`src/rtl/seq_player.sv`:
```
// seq_player: plays entries 0..last of a 16x4 synchronous RAM on leds, each
// shown for HOLD_CYCLES then blanked for GAP_CYCLES, then pulses done.
// Latency: 2+HOLD_CYCLES+GAP_CYCLES cycles per entry; start is ignored while busy.
//
// Ports:
//   clk, rst_n  - system clock, asynchronous active-low reset
//   start, stop - play request (taken only in IDLE), abort request (any busy state)
//   last        - index of the final entry, latched when start is accepted
//   ram_addr    - read address to the external RAM (driven from idx)
//   ram_q       - RAM read data, valid one cycle after ram_addr is sampled
//   leds        - displayed entry, 0 when blank
//   busy, done  - not idle; one-cycle pulse on completed playback
module seq_player #(
  parameter int HOLD_CYCLES = 50000000,
  parameter int GAP_CYCLES  = 25000000
) (
  input  logic       clk,
  input  logic       rst_n,
  input  logic       start,
  input  logic       stop,
  input  logic [3:0] last,
  output logic [3:0] ram_addr,
  input  logic [3:0] ram_q,
  output logic [3:0] leds,
  output logic       busy,
  output logic       done
);

  typedef enum logic [2:0] {
    IDLE  = 3'd0,
    FETCH = 3'd1,
    LOAD  = 3'd2,
    SHOW  = 3'd3,
    GAP   = 3'd4,
    DONE  = 3'd5
  } state_t;

  // Terminal counts: the timer runs 0..N-1, so an interval lasts exactly N cycles.
  localparam logic [25:0] HOLD_END = 26'(HOLD_CYCLES - 1);
  localparam logic [25:0] GAP_END  = 26'(GAP_CYCLES - 1);

  state_t      state, state_nxt;
  logic [3:0]  idx, idx_nxt;
  logic [3:0]  last_reg, last_nxt;
  logic [3:0]  data_reg, data_nxt;
  logic [25:0] timer, timer_nxt;

  always_ff @(posedge clk or negedge rst_n) begin
    if (!rst_n) begin
      state    <= IDLE;
      idx      <= 4'd0;
      last_reg <= 4'd0;
      data_reg <= 4'd0;
      timer    <= 26'd0;
    end else begin
      state    <= state_nxt;
      idx      <= idx_nxt;
      last_reg <= last_nxt;
      data_reg <= data_nxt;
      timer    <= timer_nxt;
    end
  end

  always_comb begin
    state_nxt = state;
    idx_nxt   = idx;
    last_nxt  = last_reg;
    data_nxt  = data_reg;
    timer_nxt = timer;

    case (state)
      IDLE: begin
        // start together with stop is treated as no request
        if (start && !stop) begin
          last_nxt  = last;
          idx_nxt   = 4'd0;
          state_nxt = FETCH;
        end
      end
      FETCH: state_nxt = LOAD;   // RAM registers ram_addr at the end of this cycle
      LOAD: begin
        data_nxt  = ram_q;
        timer_nxt = 26'd0;
        state_nxt = SHOW;
      end
      SHOW: begin
        if (timer == HOLD_END) begin
          timer_nxt = 26'd0;
          state_nxt = GAP;
        end else begin
          timer_nxt = timer + 26'd1;
        end
      end
      GAP: begin
        if (timer == GAP_END) begin
          timer_nxt = 26'd0;
          // Compare before incrementing so idx never wraps when last_reg is 15
          if (idx == last_reg) begin
            state_nxt = DONE;
          end else begin
            idx_nxt   = idx + 4'd1;
            state_nxt = FETCH;
          end
        end else begin
          timer_nxt = timer + 26'd1;
        end
      end
      DONE:    state_nxt = IDLE;
      default: state_nxt = IDLE;
    endcase

    // Abort overrides every other transition
    if (stop && (state != IDLE)) begin
      state_nxt = IDLE;
      timer_nxt = 26'd0;
    end
  end

  // Outputs decode registered state only, so reset clears them without a clock edge
  always_comb begin
    ram_addr = idx;
    leds     = 4'd0;
    busy     = (state != IDLE);
    done     = (state == DONE);
    if (state == SHOW) begin
      leds = data_reg;
    end
  end

endmodule

```
`config.mk`:
```
export PLATFORM = sky130hd
export DESIGN_NAME = seq_player
export DESIGN_NICKNAME = d
export VERILOG_FILES = /design/src/rtl/seq_player.sv
export SDC_FILE = /design/constraint.sdc
export NUM_CORES = 1
export LEC_CHECK = 0
export ABC_AREA = 1
export BUFFER_PORTS_ARGS = -buffer_cell sky130_fd_sc_hd__buf_2
export CELL_PAD_IN_SITES_DETAIL_PLACEMENT = 0
export CELL_PAD_IN_SITES_GLOBAL_PLACEMENT = 1
export CORE_ASPECT_RATIO = 0.6
export CORE_MARGIN = 4
export CORE_UTILIZATION = 30
export DETAILED_ROUTE_END_ITERATION = 7
export GPL_TIMING_DRIVEN = 0
export PLACE_DENSITY_LB_ADDON = 0.08
export REMOVE_ABC_BUFFERS = 1
export SKIP_CTS_REPAIR_TIMING = 1
export SYNTH_ARGS = -nofsm -noshare
export SYNTH_HDL_FRONTEND = slang
export SYNTH_SLANG_ARGS = --single-unit
```
`constraint.sdc`:
```
create_clock -name clk -period 3.4 [get_ports clk]
set_input_delay 0.68 -clock clk [delete_from_list [all_inputs] [get_ports clk]]
set_output_delay 0.68 -clock clk [all_outputs]
set_load 0.01 [all_outputs]
```
==> results of run 1 <==
-- final timing paths --
| path | endpoint | slack, ns | cells after the start |
|---|---|---|---|
| worst max-delay path | leds[0] | 0.53 | 5 |
| worst min-delay path | data_reg[2]$_DFFE_PN0P_ | 0.51 | 2 |
| worst max register to register | timer[5]$_DFFE_PN0P_ | 0.80 | 9 |
| worst min register to register | data_reg[2]$_DFFE_PN0P_ | 0.51 | 2 |
| max in group asynchronous | timer[25]$_DFFE_PN0P_ | 2.20 | 1 |
| min in group asynchronous | data_reg[1]$_DFFE_PN0P_ | 0.56 | 1 |
-- report_power, final --
part	leakage (nW)	total, mW	switching [mW]	internal, mW
Combinational	0.856	0.419	0.305	0.114
Sequential	0.549	0.594	0.0405	0.554
Clock	0.0768	0.506	0.213	0.293
-- metrics by stage --
step	instances	worst slack, ns	hold slack [ns]	total power [mW]
final	567	0.525	0.514	1.52
after global routing	567	0.334	0.538	1.61
after CTS	567	0.554	0.519	1.53
after detailed placement	559	0.452	0.511	1.03
after global placement	559	0.387	0.492	1.03
after floorplan	408	1.38	0.384	0.871
-- placed cells by master, fill, tap and decap left out, drive strengths merged --
cell type and n:
nand2 141, nor2 61, inv 47, dfrtp 41, nand3 35, buf 21
o21ai 21, nand4 17, a21oi 14, xor2 9, nor3 8, clkbuf 6
mux2 4, and2 2, o2111ai 2, xnor2 2, ha 2, clkinv 2
a31oi 1, or2 1
-- area by class of cell --
class | count | share of cell area, %
clock buffers | 6 | 4.37
clock inverters | 2 | 0.433
inverters | 47 | 5.55
multi-input cells | 320 | 48.9
flip-flops and latches | 41 | 32.3
well taps | 130 | 5.12
repair buffers | 21 | 3.31
-- metal layers --
layer	track usage (%)	part of all wire (%)
met1	27.4	60
met3	3.87	5.5
met5	0	0
met2	18.1	34
met4	2.26	0.56
-- worst register-to-register path: stages (launching register included) --
cell and delay [ns]:
dfrtp_1 0.38, inv_1 0.11, nand2_1 0.09, nor2_1 0.23, nor2_1 0.12, nor2_2 0.86
inv_2 0.32, nand2_1 0.16, xor2_1 0.16, a21oi_1 0.05
-- logic make-up (layout without fill, tap and decap cells) --
| kind of cell | Yosys count | in the layout | synth area share (%) |
|---|---|---|---|
| AO/OA/AOI/OAI | 38 | 38 | 7.10 |
| XOR/XNOR | 11 | 11 | 3.44 |
| adder cells (fa/ha/maj) | 2 | 2 | 0.892 |
| buffers and inverters | 54 | 76 | 7.94 |
| flip-flops | 41 | 41 | 36.6 |
| multiplexers | 4 | 4 | 1.61 |
| AND/OR/NAND/NOR | 265 | 265 | 42.4 |
==> flow_summary_export.csv, run 1 <==
group,metric,value,unit
outcome,status,"finished, final reports clean",
sta,min_period,2.87,ns
die,fp.dieH,82.9,um
die,start_util,30.6,%
die,die_area,11000,um2
worst_setup_path,path_cells,"nand2_1 > nor2_1 > inv_1 > nor2_1 > buf_2",
cells_and_area,drive_gt1_share,12.6,%
clocking,clock_sinks,41,
die,core_area,9160,um2
sta,rsz0062_at_grt,"false",
power,p_leak,1.48,nW
place,gp_congestion,0.861,
worst_setup_path,critPathSlowestCell,"nor2_1",
logic_synthesis,syn_avg_cell_area,6.76,um2
sta,final-max-slew-violation-count,0,
route,vias,2654,
route,drt-total-wl,8390,um
logic_synthesis,async_reset_ff_share,100,%
cells_and_area,regArea,1030,um2
logic_synthesis,ys_top_cells_by_area,"dfrtp_1 37%, nand2_1 18%, nor2_1 7.1%",
worst_setup_path,cp_max_fo,12,
global_routing,grt_usage,15.6,%
hold_path,holdCritPathClass,"reg -> reg",
worst_setup_path,end_kind,"output port",
power,powerDensity,478,nW/um2
worst_setup_path,max_stage_delay,0.74,ns
logic_synthesis,synth_area,2800,um2
global_routing,antenna_found_initial,0,
clocking,cts_tree,"done",
logic_synthesis,yosysWarnings,0,
global_routing,grt_pass1_wl,13600,um
logic_synthesis,yosys.area.top_type_share,36.6,%
cells_and_area,final_nets,450,
cells_and_area,largest_reg_flops,26,
clocking,cts_buffers,5,
clocking,clk_path_buf_depth,2,
cells_and_area,top_register,"timer",
cells_and_area,diodes,0,
logic_synthesis,ys_seq_area_share,36.6,%
die,rows,27,
cells_and_area,fin_util,34.7,%
worst_setup_path,cp-start-kind,"flip-flop",
worst_setup_path,cp.required,2.72,ns
logic_synthesis,ys_seq_elements,41,
flow_run,cap_violations,0,
worst_setup_path,cp_top_family,"simple AND/OR/NAND/NOR gates",
place,postPlaceCellArea,3030,um2
worst_setup_path,critical_path_buf_inv_count,2,
route,ant_nets,0,
global_routing,grt_max_degree,42,
logic_synthesis,synth_ff_type,"dfrtp_1",
clocking,worst_skew_pair.late_latency,0.29,ns
cells_and_area,multi_input_area,1560,um2
sta,clock.fmax,348,MHz
clocking,cts_max_level,2,
route,first_pass_iters,5,
logic_synthesis,ys_types,28,
sta,finalHoldViolCount,0,
route,drt_iter0_drc,270,
sta,slew_headroom,26.1,%
logic_synthesis,synth_area_leader_cell,"dfrtp_1",
sta,clock_skew,0.00743,ns
logic_synthesis,synth-edff-count,0,
logic_synthesis,synth_common_cells,"132 x nand2_1, 53 x nor2_1, 44 x inv_1",
die,num_io_pins,22,
place,portBuffers,21,
cells_and_area,fillerInstances,1001,
cells_and_area,area_growth_syn_to_layout,13.3,%
place,dp_hpwl,6320,um
cells_and_area,final_area,3180,um2
route,via_per_inst,4.68,
clocking,path_clk_slew,0.07,ns
power,vdd_drop_max,0.215,mV
sta,setup_violations,0,
sta,post-route-period-util,84.6,%
worst_setup_path,crit_start,"state[1]$_DFFE_PN0P_",
worst_setup_path,cpMostUsedCell,"nor2_1",
worst_setup_path,rr_startpoint,"state[0]$_DFFE_PN0P_",
logic_synthesis,yosysMostFrequentCell,"nand2_1",
worst_setup_path,arrival,2.19,ns
sta,worst_slew_pin_slew,1.11,ns
sta,setup-tns-final,0,ns
logic_synthesis,syn_inst,415,
clocking,cts_root_buffer,"clkbuf_16",
global_routing,grt-ovfl-total,0,
die,chipWidth,133,um
hold_path,holdCritStartpoint,"data_reg[2]$_DFFE_PN0P_",
route,avgRoutedWirePerCell,14.8,um
worst_setup_path,crit_type,"reg -> out",
route,drc,0,
global_routing,grt_pass1_vias,2387,
(Power assumes the default switching activity.)
==> run 2: changes to the inputs <==
==> constraint.sdc (replaced) <==
create_clock -name clk -period 2.4 [get_ports clk]
set_input_delay 0.48 -clock clk [delete_from_list [all_inputs] [get_ports clk]]
set_output_delay 0.48 -clock clk [all_outputs]
set_load 0.01 [all_outputs]
==> run 2 against run 1 <==
Compared with the run above:
- register-to-register slack got worse by 0.65 ns
- sequential cell count did not move
- cell area up 0.39%
- sequential share of layout area decreased by 0.13 points
- critical endpoint is now timer[5]$_DFFE_PN0P_
==> flow_summary_export.csv, run 2 (synthesis gave the netlist of run 1 again) <==
group,metric,value,unit
worst_setup_path,end_kind,"flip-flop",
die,num_io_pins,22,
route,via_per_inst,4.64,
power,vdd_drop_max,0.300,mV
sta,setup_violations,0,
worst_setup_path,cp.required,2.56,ns
clocking,cts_root_buffer,"clkbuf_16",
cells_and_area,multi_input_area,1570,um2
sta,finalHoldViolCount,0,
power,powerDensity,678,nW/um2
cells_and_area,diodes,0,
sta,rsz0062_at_grt,"false",
cells_and_area,final_nets,450,
global_routing,grt_pass1_wl,13600,um
cells_and_area,final_common_cell,"nand2_1",
global_routing,grt_pass1_vias,2387,
sta,clock.fmax,445,MHz
hold_path,holdCritPathClass,"in -> async",
global_routing,grt_max_degree,42,
sta,min_period,2.25,ns
die,core_area,9160,um2
worst_setup_path,cp-start-kind,"flip-flop",
clocking,worst_skew_pair.late_latency,0.29,ns
worst_setup_path,arrival,2.41,ns
global_routing,grt-ovfl-total,0,
sta,worst_slew_pin_slew,1.01,ns
power,total_power,2.16,mW
cells_and_area,area_growth_syn_to_layout,13.8,%
global_routing,antenna_found_initial,0,
place,portBuffers,21,
die,fp.dieH,82.9,um
route,avgRoutedWirePerCell,14.7,um
die,rows,27,
sta,fin_hold_ws,0.358,ns
sta,clock_skew,0.00523,ns
route,ant_nets,0,
global_routing,grt_usage,15.6,%
outcome,status,"finished, final reports clean",
clocking,cts_buffers,5,
die,chipWidth,133,um
sta,setup-tns-final,0,ns
power,p_leak,1.48,nW
clocking,clk_path_buf_depth,2,
sta,final-max-slew-violation-count,0,
route,first_pass_iters,5,
place,postPlaceCellArea,3030,um2
sta,post-route-period-util,93.6,%
route,vias,2632,
die,die_area,11000,um2
route,drt-total-wl,8360,um
place,dp_hpwl,6320,um
clocking,cts_max_level,2,
sta,slew_headroom,32.9,%
clocking,cts_tree,"done",
flow_run,cap_violations,0,
cells_and_area,fillerInstances,999,
cells_and_area,largest_reg_flops,26,
die,start_util,30.6,%
clocking,clock_sinks,41,
cells_and_area,mostFrequentLayoutCells,"132 x nand2_1, 52 x nor2_1, 44 x inv_1",
cells_and_area,top_register,"timer",
cells_and_area,regArea,1030,um2
route,drc,0,
worst_setup_path,crit_type,"reg -> reg",
clocking,path_clk_slew,0.06,ns
place,gp_congestion,0.861,
cells_and_area,drive_gt1_share,12.8,%
worst_setup_path,cp_max_fo,23,
route,drt_iter0_drc,273,
cells_and_area,final_area,3190,um2
-- run 2: layer usage --
layer / up-vias / routed length [um] / GRT usage (%)
met4: 0 / 38 / 2.26
li1: 1375 / - / -
met3: 4 / 435 / 3.87
met2: 57 / 2830 / 18.1
met1: 1196 / 5060 / 27.4
met5: - / 0 / 0
-- run 2: stage by stage --
stage / utilization [%] / cells / worst slack, ns
after detailed placement: 33.0 / 559 / -0.348
after CTS: 34.7 / 567 / -0.254
after global routing: 34.9 / 567 / 0.00617
after floorplan: - / 408 / 0.559
final: 34.9 / 567 / 0.153
after global placement: 33.0 / 559 / -0.413
-- run 2: area by class of cell --
cell class	instances	area share (%)
Sequential cell	41	32.2
Multi-Input combinational cell	320	49.1
Inverter	47	5.53
Clock buffer	6	4.35
Tap cell	130	5.10
Clock inverter	2	0.431
Timing Repair Buffer	21	3.29
-- run 2: path summary, 6_finish.rpt --
kind | startpoint | endpoint | slack (ns) | cells after the start
worst max-delay path | state[0]$_DFFE_PN0P_ | timer[5]$_DFFE_PN0P_ | 0.15 | 9
worst min-delay path | rst_n | data_reg[1]$_DFFE_PN0P_ | 0.36 | 1
worst max register to register | state[0]$_DFFE_PN0P_ | timer[5]$_DFFE_PN0P_ | 0.15 | 9
worst min register to register | data_reg[2]$_DFFE_PN0P_ | data_reg[2]$_DFFE_PN0P_ | 0.51 | 2
max in group asynchronous | rst_n | timer[8]$_DFFE_PN0P_ | 1.41 | 1
min in group clk | last[1] | last_reg[1]$_DFFE_PN0P_ | 0.42 | 2
-- run 2: power by group --
part           switching, mW  internal (mW)  leakage (nW)
combinational          0.443          0.167         0.857
sequential            0.0579          0.784         0.549
clock                  0.298          0.415        0.0768
-- run 2: critical path, stage by stage (launching register included) --
cell and delay [ns]:
dfrtp_1 0.38, inv_1 0.11, nand2_1 0.08, nor2_1 0.24, nor2_1 0.15, nor2_4 0.54, inv_2 0.26, nand2_1 0.13
xor2_1 0.15, a21oi_1 0.05
